$ cat src/rtl/pipeline_run_ctl.sv
// Run/step/breakpoint sequencer that drives the pipeline clock enable.
// Debounces the STEP and RUN buttons, halts on a PC breakpoint and counts enabled cycles.
//
// Ports:
//   i_clk, i_rst_n          clock, async active-low reset
//   i_btn_step, i_btn_run   raw board buttons (async, active-high)
//   i_bp_en, i_bp_addr      breakpoint enable and PC
//   i_pc_f                  fetch-stage PC
//   o_clk_en                pipeline clock enable (decoded from the state register)
//   o_halted, o_brk_hit     status: HALT/BRK, BRK only
//   o_state                 HALT=00 STEP=01 RUN=10 BRK=11
//   o_cycle_cnt             enabled-cycle count, wraps silently
module pipeline_run_ctl #(
    parameter int DEB_CYCLES = 1000000,
    parameter int DEB_W      = 20,
    parameter int STEP_LEN   = 1,
    parameter int STEP_W     = 4,
    parameter int CNT_W      = 32,
    parameter int XLEN       = 32
) (
    input  logic             i_clk,
    input  logic             i_rst_n,
    input  logic             i_btn_step,
    input  logic             i_btn_run,
    input  logic             i_bp_en,
    input  logic [XLEN-1:0]  i_bp_addr,
    input  logic [XLEN-1:0]  i_pc_f,
    output logic             o_clk_en,
    output logic             o_halted,
    output logic             o_brk_hit,
    output logic [1:0]       o_state,
    output logic [CNT_W-1:0] o_cycle_cnt
);

    typedef enum logic [1:0] {
        S_HALT = 2'b00,
        S_STEP = 2'b01,
        S_RUN  = 2'b10,
        S_BRK  = 2'b11
    } state_t;

    localparam logic [DEB_W-1:0]  DEB_LAST  = DEB_W'(DEB_CYCLES - 1);
    localparam logic [STEP_W-1:0] STEP_LOAD = STEP_W'(STEP_LEN);
    localparam logic [STEP_W-1:0] STEP_ONE  = STEP_W'(1);

    // Bit 0 = STEP, bit 1 = RUN.
    logic [1:0]       sync1;
    logic [1:0]       sync2;
    logic [1:0]       lvl;
    logic [DEB_W-1:0] deb_cnt [2];
    logic [1:0]       press;

    state_t            state;
    state_t            state_nx;
    logic [STEP_W-1:0] step_cnt;
    logic [STEP_W-1:0] step_cnt_nx;
    logic              suppress;
    logic              suppress_nx;
    logic              step_p;
    logic              run_p;
    logic              bp_hit;

    always_ff @(posedge i_clk or negedge i_rst_n) begin
        if (!i_rst_n) begin
            sync1 <= '0;
            sync2 <= '0;
            lvl   <= '0;
            for (int i = 0; i < 2; i++) begin
                deb_cnt[i] <= '0;
            end
        end else begin
            sync1 <= {i_btn_run, i_btn_step};
            sync2 <= sync1;
            for (int i = 0; i < 2; i++) begin
                if (sync2[i] != lvl[i]) begin
                    if (deb_cnt[i] == DEB_LAST) begin
                        lvl[i]     <= sync2[i];
                        deb_cnt[i] <= '0;
                    end else begin
                        deb_cnt[i] <= deb_cnt[i] + 1'b1;
                    end
                end else begin
                    deb_cnt[i] <= '0;
                end
            end
        end
    end

    // The press pulse coincides with the clock edge on which the debounced
    // level rises, so the FSM reacts on that same edge.
    always_comb begin
        for (int i = 0; i < 2; i++) begin
            press[i] = sync2[i] & ~lvl[i] & (deb_cnt[i] == DEB_LAST);
        end
    end

    assign step_p = press[0];
    assign run_p  = press[1];

    assign o_clk_en = (state == S_STEP) || (state == S_RUN);
    assign bp_hit   = i_bp_en & (i_pc_f == i_bp_addr) & o_clk_en & ~suppress;

    always_comb begin
        state_nx    = state;
        step_cnt_nx = step_cnt;
        suppress_nx = suppress;
        unique case (state)
            S_HALT: begin
                if (run_p) begin
                    state_nx = S_RUN;
                end else if (step_p) begin
                    state_nx    = S_STEP;
                    step_cnt_nx = STEP_LOAD;
                end
            end
            S_STEP: begin
                if (run_p) begin
                    state_nx    = S_RUN;
                    step_cnt_nx = '0;
                end else if (step_cnt == STEP_ONE) begin
                    state_nx    = S_HALT;
                    step_cnt_nx = '0;
                end else begin
                    step_cnt_nx = step_cnt - 1'b1;
                end
            end
            S_RUN: begin
                // Suppression only covers the first cycle after leaving BRK.
                suppress_nx = 1'b0;
                if (run_p) begin
                    state_nx = S_HALT;
                end else if (bp_hit) begin
                    state_nx = S_BRK;
                end
            end
            S_BRK: begin
                if (run_p) begin
                    state_nx    = S_RUN;
                    suppress_nx = 1'b1;
                end else if (step_p) begin
                    state_nx    = S_STEP;
                    step_cnt_nx = STEP_LOAD;
                end
            end
        endcase
    end

    always_ff @(posedge i_clk or negedge i_rst_n) begin
        if (!i_rst_n) begin
            state       <= S_HALT;
            step_cnt    <= '0;
            suppress    <= 1'b0;
            o_cycle_cnt <= '0;
        end else begin
            state    <= state_nx;
            step_cnt <= step_cnt_nx;
            suppress <= suppress_nx;
            if (o_clk_en) begin
                o_cycle_cnt <= o_cycle_cnt + 1'b1;
            end
        end
    end

    assign o_state   = state;
    assign o_halted  = (state == S_HALT) || (state == S_BRK);
    assign o_brk_hit = (state == S_BRK);

endmodule

$ cat config.mk
export PLATFORM = sky130hd
export DESIGN_NAME = pipeline_run_ctl
export DESIGN_NICKNAME = d
export VERILOG_FILES = /design/src/rtl/pipeline_run_ctl.sv
export SDC_FILE = /design/constraint.sdc
export NUM_CORES = 1
export LEC_CHECK = 0
export CAP_MARGIN = 30
export CORE_UTILIZATION = 26
export DETAILED_ROUTE_END_ITERATION = 12
export GPL_TIMING_DRIVEN = 0
export SLEW_MARGIN = 20
export SYNTH_ARGS = -nofsm -noshare
export SYNTH_HDL_FRONTEND = slang
export SYNTH_SLANG_ARGS = --single-unit
$ cat constraint.sdc
create_clock -name i_clk -period 4.2 [get_ports i_clk]
set_clock_uncertainty 0.1 [all_clocks]
set_input_delay 0.63 -clock i_clk [delete_from_list [all_inputs] [get_ports i_clk]]
set_output_delay 0.63 -clock i_clk [all_outputs]
set_load 0.005 [all_outputs]
# Yosys cells after proc, flatten, opt, wreduce, memory -nomap -nowiden

Index checks and enable logic that the tools add are counted.

Bits of input ports: 69
Logic and storage cells: 68
Register bits: 85
Output and inout bits: 37

Multiplexer cells: 18
Add/sub/neg operators: 4
Equality and inequality tests: 15
Reductions and logical operators: 11
Bitwise gates (word level): 10

Operator list:

| cell                                                | count |
|---|---|
| two-way mux 20 bit                                  | 4 |
| adder 20 x 1 -> 20 bit, second input constant       | 2 |
| equality test 20 bit, second input constant         | 2 |
| adder 32 x 1 -> 32 bit, second input constant       | 1 |
| equality test 32 bit                                | 1 |
| two-way mux 4 bit                                   | 4 |
| two-way mux 2 bit                                   | 6 |
| case mux 4 bit (2 select lines)                     | 1 |
| bitwise AND 1 bit                                   | 7 |
| case mux 2 bit (3 select lines)                     | 1 |
| AND reduction 2 bit                                 | 3 |
| AND reduction 3 bit                                 | 2 |
| equality test 2 bit, second input constant          | 2 |
| equality test 4 x 1 -> 1 bit, second input constant | 1 |
| != test 2 x 1 -> 1 bit, second input constant       | 2 |
| nonzero test 2 bit                                  | 2 |
| subtractor 4 x 1 -> 4 bit, second input constant    | 1 |
| != test 3 x 1 -> 1 bit, second input constant       | 1 |
| != test 3 x 2 -> 1 bit, second input constant       | 1 |
| != test 3 bit, second input constant                | 1 |
| inverter 1 bit                                      | 3 |
| equality test 2 x 1 -> 1 bit, second input constant | 1 |
| zero test 2 bit                                     | 1 |
| logical OR 1 bit                                    | 2 |
| 5 further kinds                                     | 6 |

# Logic depth before layout (Yosys ltp)

Gate-level depths: netlist of run 1.

Depth in word-level cells: 7
Depth in mapped cells: 10
Mapped depth without buffers: 9

# Worst setup path before layout of run 1

Ideal clock, no wire load.

Kind: reg-to-reg
Start: register state[0] (netlist: o_state[0])
End: register o_cycle_cnt[27]
Clock period less this slack: 2.267 ns
Setup slack: 1.933 ns
Cell stages (with the launch flop): 10
Data required time: 3.977 ns
Library setup time: 0.123 ns
Arrival: 2.044 ns
Path through: dfrtp_1 inv_1 ha_1 buf_2 nor2b_1 nand3_1 nor4_2 and2b_1 nand3_1 xnor2_1

Cells in the longest elaborated chain, start to end: 2
Elaborated cells between the ends (all ways): 3

Ends and longest elaborated chain:

| what                                                                       | RTL line | text |
|---|---|---|
| start: declaration                                                         | 53       | `state_t state;` |
| start signal: assignment                                                   | 155      | `state <= state_nx;` |
| equality test 2 x 1 -> 1 bit / equality test 2 bit (equally long branches) | 100      | `assign o_clk_en = (state == S_STEP) \|\| (state == S_RUN);` |
| logical OR 1 bit *                                                         | 100      |  |
| end signal: assignment                                                     | 159      | `o_cycle_cnt <= o_cycle_cnt + 1'b1;` |
| end: declaration                                                           | 32       | `output logic [CNT_W-1:0] o_cycle_cnt` |

Mark *: on every way between the ends. The rest lies on a longest branch, timed or not.
A chain may end at the register's enable or synchronous reset.

# Worst setup path after layout of run 1

Start: register state[0] (netlist: o_state[0])
End: output port o_clk_en

Cells in the longest elaborated chain, start to end: 2
Elaborated cells between the ends (all ways): 3

Ends and longest elaborated chain:

| what                                                                       | RTL line | text |
|---|---|---|
| equality test 2 x 1 -> 1 bit / equality test 2 bit (equally long branches) | 100      |  |
| logical OR 1 bit *                                                         | 100      |  |
| end: declaration                                                           | 28       | `output logic o_clk_en,` |

Marks and branches as above.

==> results of run 1 <==
[report_power, final]
part	internal (uW)	switching (uW)	total, uW	leakage (uW)
combinational	80.2	53.9	134	0.00122
sequential	825	5.20	831	0.00115
clock	524	329	853	0.000152
total	1430	388	1820	0.00253
[cells by family (layout without fill, tap and decap cells)]
| group | count (synthesis) | after routing | synth area share [%] |
|---|---|---|---|
| simple gates | 189 | 189 | 22.68 |
| flops | 85 | 85 | 48.99 |
| compound gates | 17 | 17 | 2.536 |
| mux | 5 | 5 | 1.239 |
| xor+xnor | 98 | 98 | 19.77 |
| fa+ha+maj | 11 | 11 | 3.170 |
| buf+inv | 17 | 139 | 1.614 |
[final timing paths]
| check | start | end | slack (ns) |
|---|---|---|---|
| worst max-delay path | o_state[0] | o_clk_en | 1.42 |
| worst min-delay path | i_rst_n | o_cycle_cnt[12] | 0.12 |
| worst max register to register | o_state[0] | o_cycle_cnt[29] | 1.48 |
| worst min register to register | sync1[1] | sync2[1] | 0.25 |
| max in group asynchronous | i_rst_n | deb_cnt[20] | 3.27 |
| min in group i_clk | sync1[1] | sync2[1] | 0.25 |
[state kept, by name, summed over array words and instances (netlist names)]
| name | flops |
|---|---|
| step_cnt | 4 |
| sync2 | 2 |
| o_cycle_cnt | 32 |
| suppress | 1 |
| o_state | 2 |
| sync1 | 2 |
| deb_cnt | 40 |
| lvl | 2 |
[final cells by class]
| cell class | instances | share of cell area [%] |
|---|---|---|
| repair buffers | 106 | 17.90 |
| multi-input cells | 320 | 35.68 |
| well taps | 216 | 4.496 |
| clock inverters | 7 | 1.624 |
| inverters | 12 | 0.7494 |
| plain buffers | 5 | 0.4163 |
| flip-flops and latches | 85 | 35.39 |
| clock buffers | 9 | 3.747 |
[cell usage after synthesis, drive strengths merged]
library cell | instances | share of area, %
a21o | 1 | 0.20
a21oi | 8 | 0.92
a22o | 3 | 0.61
a32o | 1 | 0.23
and2 | 2 | 0.32
and2b | 1 | 0.17
and3 | 16 | 2.3
and4 | 4 | 0.84
buf | 5 | 0.58
dfrtp | 85 | 49
ha | 11 | 3.2
inv | 12 | 1.0
mux2 | 3 | 0.78
mux2i | 2 | 0.46
nand2 | 35 | 3.0
nand2b | 2 | 0.29
nand3 | 34 | 4.0
nand4 | 9 | 1.3
nor2 | 52 | 4.5
nor2b | 4 | 0.63
nor3 | 7 | 0.92
nor3b | 1 | 0.17
nor4 | 12 | 2.2
nor4b | 4 | 0.95
o21ai | 3 | 0.43
o22ai | 1 | 0.14
or2 | 2 | 0.29
or3 | 4 | 0.69
xnor2 | 39 | 7.9
xor2 | 59 | 12
[layer usage]
layer  vias to the layer above  wire length, um  track usage [%]
met5                         -                0                0
met1                      1548             4430            14.65
met2                        84             4342            18.88
li1                       1655                -                -
met3                         7              517            3.318
met4                         0              111            3.922
[per-stage QoR]
stage,power (uW),worst slack [ns]
floorplan,883.3,1.933
global placement,977.2,-0.7359
detailed placement,982.5,1.234
CTS,1848,1.377
global route,1895,1.139
finish,1818,1.417
==> results.md, run 1 <==
- After detailed routing, the number of vias per cell comes to 4.334.
- 106 I/O pins were placed.
- The setup violation total in the final timing report is 0.
- The largest driver fanout on the critical path is 9.
- The detailed router finished its first iteration with 99 violations.
- The cell area after layout is 6011 um2.
- The global-route usage over all layers is 11.60%.
- The worst setup path is launched from a register.
- The CTS clock-pin slew for the worst setup and hold paths is 0.07 ns.
- The count of buffers inserted at the top-level ports is 105.
- The min-delay analysis places its worst path in the category input pin to asynchronous set/reset pin.
- Sequential cells were found to cover 48.99% of the synthesized design area.
- For this block, the routed nets add up to 9401 um of wire.
- The flow ran to the end, and the final reports show no timing, DRC or antenna violations.
- The via count of the first global-routing pass is 3365.
- The number of hold violations in the final report is 0.
- The smallest hold slack is 0.1242 ns.
- The weighted congestion at the end of routability-driven global placement is 0.7947.
- The yosys synthesis warning count is 0.
- In this run the power density over the cells is 302.4 nW/um2.
- Broken down by cell family, the worst path's largest delay share belongs to buffers and inverters.
- The critical path's most frequent cell is inv_1.
- The initial antenna violation count is 0.
- The number of instances in the synthesized netlist is 422.
- The CTS tree is yes.
- The minimum clock period after layout is 2.783 ns.
- The total of flip-flops plus latches after synthesis is 85.
- Once placement completed, the tool counted placed cells totaling 744.
- The count of pins over their slew limit is 0.
- The number of hold buffers added after cts is 0.
- The antenna diode count is 0.
- The achievable frequency is 359.3 MHz.
- Walking the worst path, the cells encountered are inv_1 > ha_1 > buf_2 > inv_1 > clkdlybuf4s50_1.
- The most common cell after layout, fill and taps aside is clkdlybuf4s50_1.
- The library cells used most frequently in the layout, excluding fill and tap cells, are clkdlybuf4s50_1 (104), dfrtp_1 (85), xor2_1 (59).
- In the routed design, unresolved DRC markers number 0.
- Synthesis produced a netlist with a net count of 502.
- The leakage power summed over all cells is 0.002529 uW.
- For this configuration, the core starts out at a cell density of 26.94%.
- The final layout net count is 619.
- The total number of vias is 3294.
- At the pin with the least slew margin, the transition time is 0.5037 ns.
- A synthesized cell averages 10.29 um2.
- The die is 131.2 um wide.
- Dividing the detail-routed wire length by the instance count gives 12.37 um.
- The number of buffers created by CTS is 9.
- The core footprint is 16120 um2.
- The floorplan has 46 rows.
- The first detailed-routing pass ran for 4 iterations.
- CTS built an H-tree with a depth of 3.
- Setup repair after global routing left no endpoint under its margin.
- After global routing the overflow that remains totals 0.
- Measured along the y axis, the die boundary spans 131.2 um.
- Across the run, the number of max-cap violations was 0.
- After legalization and detailed placement, the total HPWL measured 6997 um.
- Entering global routing, the biggest net connects 56 pins.
- Of the available clock period, the critical path in the final layout requires 66.27%.
- Once detail routing completed, the nets flagged for antenna violations numbered 0.
- The clock latency of the later-clocked register in the worst-skew pair is 0.34 ns.
- For this design, the sink count on the clock tree is 85.
- Across the whole layout, storage elements account for 2127 um2.
- In this run the number of cells on the critical path is 5.
- The worst-case vdd ir drop is 190.3 uV.
- The combined area of the multi-input logic cells is 2145 um2.
- For the final routed database, the setup TNS stands at 0 ns.
- Counting cells, the worst reg-to-reg path comes to 9.
- The clock passes through at most 2 buffers.
- Synthesis instantiated 41 different standard cells from the library.
- The highest-delay cell along the critical path is clkdlybuf4s50_1.
- The worst pin sits at a relative slew slack of 66.29%.
- In the final layout, the share of cells above drive strength 1 is 7.353%.
- The largest single stage delay on the critical path is 0.55 ns.
- The critical path endpoint category is an output port.
- The global-route wire length before repair is 16260 um.
- The root buffer cell is clkbuf_16.
- After clock tree synthesis, the setup repair step added 0 buffers.
- The final standard cell utilization of the core is 37.30%.
- The buffer and inverter count on the worst path is 4.
- The instance area after placement is 5688 um2.
- The growth of design area from synthesis to finish is 38.44%.
- The critical path data arrival time is 2.05 ns.
- Once the clock tree was built, the resizer swapped 0 gates to a different size.
- The worst setup path category is register to output port.
- The synthesized netlist occupies a cell area of 4342 um2.
- The layout has 1566 filler cells.
- The count of non-filler cells in the finished layout is 760.
- The required time of the critical path is 3.47 ns.
- The die covers 17220 um2.
No activity file was read; power rests on OpenSTA's default activity.
==> run 2: changes to the inputs <==
- clock period: 4.2 -> 2.4 ns (I/O delays scaled with it)
==> run 2 against run 1 <==
  * Sequential share of layout area is 0.57 points lower
  * Cell count increased by 0.53%
  * Clock power is 75% higher
  * Via count up 1.6%
  * Largest cell class unchanged
  * Setup slack got worse by 1.3 ns
  * Non-clock buffer count is 4 higher
  * Power increased by 75%
  * Critical path type is now register to register
  * Sequential cell count is the same
  * Critical path depth increased by 4
  * Combinational power increased by 78%
  * First-iteration DRC count increased by 7.1%
  * Die area stayed put
==> results.md, run 2 (same netlist as run 1, synthesis figures left out) <==
- The flow ran to the end, and the final reports show no timing, DRC or antenna violations.
- The worst hold path begins at sync1[1].
- The via density per instance is 4.381 (+1.1%).
- The global-route congestion overflow total is 0 (unchanged).
- The internal power consumption is 2504 uW (+75%).
- The areal power density over the cells is 520.3 nW/um2 (+72%).
- The initial core utilization is 26.94% (unchanged).
- The signal on the critical path passes through inv_1 > ha_4 > buf_6 > nor4b_4 > nand4_1 > nor3_2 > o21ai_2 > or3_1 > a21oi_2.
- The global-route usage over all layers was 11.66% (+0.059 points).
- The detailed-route DRC error count is 0 (unchanged).
- The die height was 131.2 um (unchanged).
- The kind of cell with the highest combined delay along the critical path is simple AND/OR/NAND/NOR gates.
- The tightest min-delay check is of the register to register type.
- The ratio of cells with drive above 1 in the final layout is 9.672% (+2.3 points).
- The worst-case hold path end point is sync2[1].
- The maximum root-to-sink buffer count is 2 (unchanged).
- The routed wire length is 9466 um (+0.69%).
- The initial antenna violation count was 0 (unchanged).
- The power share of the clock group is 46.8% (about the same).
- The uppermost metal layer occupied by signal nets is met4.
- The number of cells after detailed placement is 744 (unchanged).
- The CTS clock-pin slew for the worst setup and hold paths is 0.06 ns (about the same).
- The kind of start point of the critical path is a register.
- The pin slew with the least headroom to its limit is 0.5054 ns (+0.001642 ns).
- The setup TNS after final layout is 0 ns (unchanged).
- The total of max-cap violations is 0 (unchanged).
- The met1 wire length is 4388 um (-0.95%).
- The count of pins on the block boundary is 106 (unchanged).
- The die width came to 131.2 um (unchanged).
- The final layout net count is 623 (+0.65%).
- The area growth from synthesis to layout is 40.81%.
- The global-route wire length before repair is 16400 um (+0.85%).
- The sequential share of power was 45.7% (about the same).
- The largest incremental delay on the critical path is 0.41 ns (-0.14 ns).
- The H-tree level count came to 3 (unchanged).
- The routed length per placed instance is 12.39 um (+0.16%).
- The setup violation total in the final timing report came to 0 (unchanged).
- The largest driver fanout on the critical path is 9 (unchanged).
- The critical path endpoint category is a register.
- The smallest hold slack is 0.2475 ns (+0.1233 ns).
- The worst-case vdd ir drop was 331.9 uV (+74%).
- The internal reg-to-reg setup slack is 0.13 ns (-1.35 ns).
- The largest registers in the layout are deb_cnt x40, o_cycle_cnt x32, step_cnt x4.
- The CTS tree is yes.
- The number of stages on the worst hold path is 0.
- The leakage power summed over all cells came to 0.002570 uW (+1.6%).
- The number of hold violations in the final report was 0 (unchanged).
- The number of flip-flops in the largest register was 40 (unchanged).
- The detailed-routing iteration count for the pre-antenna-repair pass is 4 (unchanged).
- The post-DP HPWL is 6997 um (unchanged).
- The pin count of the biggest net entering global routing was 56 (unchanged).
- The via count of the first global-routing pass is 3368 (+0.089%).
- Leaving out fill and tap cells, the most frequent cell in the layout is clkdlybuf4s50_1.
- The detailed router's first-iteration violation count is 106 (+7.1%).
- The worst path needs 2.274 ns of the cycle, external delays included.
- The max-slew headroom at the worst pin is 66.18% (-0.11 points).
- The register ranked first by flip-flop count is deb_cnt.
- The share of the cycle needed by the critical path after routing is 94.75%.
- The count of non-filler cells in the finished layout was 764 (+0.53%).
- The count of pins over their slew limit came to 0 (unchanged).
- In the layout the commonest cells are clkdlybuf4s50_1 (103), dfrtp_1 (84), xor2_1 (59).
- The weighted congestion at the end of routability-driven global placement is 0.7947 (unchanged).
- The buffer and inverter count on the worst path is 2 (-2).
- The launching point of the worst reg2reg path is o_state[0].
- The clock latency of the later-clocked register in the worst-skew pair is 0.34 ns (about the same).
- The net switching share of the total power is 21.29% (-0.084 points).
- The highest-delay cell along the critical path is dfrtp_2.
- The total number of vias is 3347 (+1.6%).
- The wire length on met2 came to 4391 um (+1.1%).
- The overall power after layout is 3181 uW (+75%).
- The worst-case reg-to-reg path depth is 9 (unchanged).
- The total die area was 17220 um2 (unchanged).
- The portion of total power attributed to combinational logic is 7.5% (about the same).
- The core footprint came to 16120 um2 (unchanged).
- The number of inserted filler cells in the final layout was 1564 (-0.13%).
- The placement row count is 46 (unchanged).
- The reg-to-reg critical path endpoint is o_state[0].
- The critical path in this run is classified as register to register.
- The total number of clock tree sinks came to 85 (unchanged).
- The net switching power was 677.1 uW (+74%).
- The required time of the critical path is 2.57 ns (-0.90 ns).
- The routed length on met3 is 549 um (+6.2%).
- The root buffer cell is clkbuf_16.
- Based on the critical path, the design can be clocked at up to 439.7 MHz.
- The antenna diode count is 0 (unchanged).
- The number of buffers created by CTS came to 9 (unchanged).
- The critical path data arrival time is 2.44 ns (+0.39 ns).
- The count of buffers inserted at the top-level ports is 105 (unchanged).
- The post-detailed-route count of antenna-violating nets came to 0 (unchanged).
## run 2: worst max-delay path by stage
stage / cells past startpoint / startpoint / slack [ns] / to
after floorplan: 9 / o_state[0] / 0.13 / o_cycle_cnt[27]
after global placement: 1 / i_rst_n / -2.27 / deb_cnt[16]
after detailed placement: 8 / i_bp_addr[11] / -0.30 / o_state[0]
after CTS: 8 / o_state[1] / 0.01 / o_cycle_cnt[29]
after global routing: 9 / o_state[0] / -0.0001 / o_state[0]
final: 9 / o_state[0] / 0.13 / o_state[0]
## run 2: worst register-to-register path, cell delays in order (launching register included)
cell     delay (ns)
dfrtp_2        0.41
inv_1          0.09
ha_4           0.22
buf_6          0.15
nor4b_4        0.28
nand4_1        0.15
nor3_2         0.26
o21ai_2        0.10
or3_1          0.33
a21oi_2        0.13
## run 2: metrics by stage
step | utilization, % | area (um2) | setup slack, ns
2_1_floorplan | - | 4342 | 0.1327
3_3_place_gp | 35.14 | 5663 | -2.266
3_5_place_dp | 35.30 | 5688 | -0.2960
4_1_cts | 37.63 | 6065 | 0.009676
5_1_grt | 37.93 | 6113 | -0.0001339
6_report | 37.93 | 6113 | 0.1259
## run 2: what timing repair did
item / in CTS / in global routing
cloned: 0 / 0
hold endpoints to repair: 30 / 0
endpoints found under the setup margin: 20 / 15
pin swaps: 1 / 2
setup buffers: 2 / 1
gates resized for setup: 9 / 7
hold buffers: 1 / 0
## run 2: routing by layer
layer	up-vias	track usage, %
met4	0	3.922
met5	-	0
met1	1581	14.94
li1	1662	-
met2	95	18.74
met3	9	3.318
## run 2: final cells by class
type	instances	area (um2)	area share, %
sequential	85	2128	34.81
tap	216	270.3	4.421
clock buffer	9	225.2	3.684
clock inverter	7	97.59	1.596
inverter	12	45.04	0.7368
buffer	5	31.28	0.5117
timing repair buffer	110	1107	18.11
multi-input combinational	320	2208	36.12
## run 2: power by group through the flow
stage	clock (uW)	combinational [uW]	sequential, uW
final	1490	239	1450
after global routing	1600	265	1450
after CTS	1540	243	1450
after detailed placement	0	239	1480
after global placement	0	230	1480
after floorplan	0	67.5	1480
==> run 3: changes to the inputs <==
- CORE_MARGIN: default -> 2
- CORE_UTILIZATION: 26 -> 50
- PLACE_DENSITY: default -> 0.81
- clock period: 2.4 -> 2.6 ns (I/O delays scaled with it)
==> run 3 against run 2 <==
  * Clock power fell by 28%
  * Die area fell by 45%
  * First-iteration DRC count rose by 110%
  * Non-clock buffer count fell by 2
  * Combinational power fell by 8.4%
  * Worst hold slack improved by 0.015 ns
==> results.md, run 3 (same netlist as run 1, synthesis figures left out) <==
- The run finished with clean final reports.
- The largest driver fanout on the critical path is 9 (unchanged).
- The area used by sequential logic in the layout is 2128 um2 (unchanged).
- The placement row count is 33 (-28%).
- The number of flip-flops in the largest register came to 40 (unchanged).
- The initial core utilization came to 52.31% (+25 points).
- The die height is 97.19 um (-26%).
- The share of the cycle needed by the critical path after routing is 95.60%.
- The largest registers in the layout are deb_cnt x40, o_cycle_cnt x32, step_cnt x4.
- The pin slew with the least headroom to its limit is 0.4561 ns (-0.04931 ns).
- The library cell used most frequently in the layout, excluding fill and tap cells, is clkdlybuf4s50_1.
- The global-route wire length before repair is 16250 um (-0.93%).
- The core footprint is 8299 um2 (-49%).
- The post-DP HPWL is 7194 um (+2.8%).
- The instance area after placement is 5549 um2 (-2.4%).
- The cell area after layout is 5827 um2 (-4.7%).
- Based on the critical path, the design can be clocked at up to 402.3 MHz.
- The routed length per placed instance came to 14.75 um (+19%).
- The global-route usage over all layers is 20.98% (+9.3 points).
- The CTS clock-pin slew for the worst setup and hold paths is 0.08 ns (+0.02 ns).
- The setup violation total in the final timing report is 0 (unchanged).
- Setup repair after global routing left no endpoint under its margin.
- The worst-case vdd ir drop is 365.1 uV (+10%).
- The worst setup path is launched from a register.
- The detailed-routing iteration count for the pre-antenna-repair pass is 4 (unchanged).
- Counting flops per register, the top entry is deb_cnt.
- The count of buffers inserted at the top-level ports is 105 (unchanged).
- The count of pins on the block boundary is 106 (unchanged).
- The areal power density over the cells came to 451.0 nW/um2 (-13%).
- The required time of the critical path came to 2.11 ns (-0.46 ns).
- The H-tree level count was 3 (unchanged).
- The total number of clock tree sinks is 85 (unchanged).
- The pin count of the biggest net entering global routing came to 54 (-3.6%).
- The number of inserted filler cells in the final layout came to 586 (-63%).
- The weighted congestion at the end of routability-driven global placement came to 0.8243 (+3.7%).
- The CTS tree is yes.
- The final layout net count is 621 (-0.32%).
- The via count of the first global-routing pass is 3488 (+3.6%).
- The maximum root-to-sink buffer count is 2 (unchanged).
- The leakage power summed over all cells is 0.002519 uW (-2.0%).
- The detailed-route DRC error count was 0 (unchanged).
- The initial antenna violation count is 0 (unchanged).
- The post-detailed-route count of antenna-violating nets was 0 (unchanged).
- The minimum clock period after layout is 2.486 ns.
- The post-layout worst setup margin is 0.1144 ns (-0.01155 ns).
- The smallest hold slack came to 0.2629 ns (+0.01539 ns).
- The global-route congestion overflow total is 0 (unchanged).
- The max-slew headroom at the worst pin is 69.36% (+3.2 points).
- The area growth from synthesis to layout is 34.21%.
- The number of buffers created by CTS was 9 (unchanged).
- The count of pins over their slew limit is 0 (unchanged).
- The die width came to 97.19 um (-26%).
- The total of max-cap violations is 0 (unchanged).
- Clock tree synthesis selected as its root buffer the cell clkbuf_8.
- The critical path data arrival time is 2.00 ns (-0.44 ns).
- The clock latency of the later-clocked register in the worst-skew pair is 0.35 ns (about the same).
- The routed wire length is 9603 um (+1.4%).
- The total number of vias is 3428 (+2.4%).
- The antenna diode count is 0 (unchanged).
- The worst setup path category is register to output port.
- The final standard cell utilization of the core is 70.21% (+32 points).
- The worst hold path belongs to the class register to register.
- The via density per instance is 5.266 (+20%).
- The library cells used most frequently in the layout, excluding fill and tap cells, are clkdlybuf4s50_1 (104), dfrtp_1 (84), xor2_1 (59).
- The detailed router's first-iteration violation count is 221 (+110%).
- The ratio of cells with drive above 1 in the final layout was 8.608% (-1.1 points).
- The worst setup timing slack at the placement stage came to 0.002781 ns (+0.2988 ns).
- The critical path endpoint category is an output port.
- The number of hold violations in the final report is 0 (unchanged).
- The total die area is 9445 um2 (-45%).
- The combined area of the multi-input logic cells is 2171 um2 (-1.7%).
==> run 3: worst paths after layout <==
check | to | from | slack, ns | cells after the start
worst max-delay path | o_clk_en | o_state[0] | 0.11 | 5
worst min-delay path | sync2[0] | sync1[0] | 0.26 | 0
worst max register to register | o_cycle_cnt[29] | o_state[0] | 0.23 | 9
worst min register to register | sync2[0] | sync1[0] | 0.26 | 0
max in group asynchronous | o_cycle_cnt[8] | i_rst_n | 1.36 | 3
min in group asynchronous | deb_cnt[16] | i_rst_n | 0.44 | 2
==> run 3: layer usage <==
metal / track usage (%) / wire, um / vias up
li1: - / - / 1660
met1: 24.61 / 4003 / 1649
met2: 37.29 / 4931 / 109
met3: 4.820 / 563 / 10
met4: 8.017 / 104 / 0
met5: 0 / 0 / -
==> run 3: layout make-up <==
class / instances / share of cell area [%]
Sequential cell: 85 / 36.53
Buffer: 5 / 0.4295
Tap cell: 105 / 2.255
Clock buffer: 11 / 2.598
Timing Repair Buffer: 108 / 18.77
Multi-Input combinational cell: 320 / 37.26
Clock inverter: 5 / 1.396
Inverter: 12 / 0.7730
==> run 3: repair_timing <==
action	in CTS	in global routing
hold buffers	1	0
pin swaps	0	1
setup buffers	0	1
endpoints found under the setup margin	3	16
gates cloned	0	0
gates resized for setup	1	6
endpoints found under the hold margin	32	0
==> run 3: worst max-delay path, cell delays in order, from the launching register on <==
cell and delay, ns:
dfrtp_2 0.42, inv_1 0.06, ha_1 0.30, buf_2 0.20, inv_1 0.14, clkdlybuf4s50_1 0.54
==> run 3: report_power, final <==
part	switching (uW)	internal [uW]	leakage, uW
clock network	473	596	0.000116
registers	8.66	1330	0.00115
logic	88.4	131	0.00125
==> run 3: stage by stage <==
step                      std cells  TNS, ns  power (uW)
final                           651        0        2628
after global routing            651        0        2732
after CTS                       650        0        2650
after detailed placement        633        0        1587
after global placement          632  -161.64        1575
after floorplan                 422        0        1427
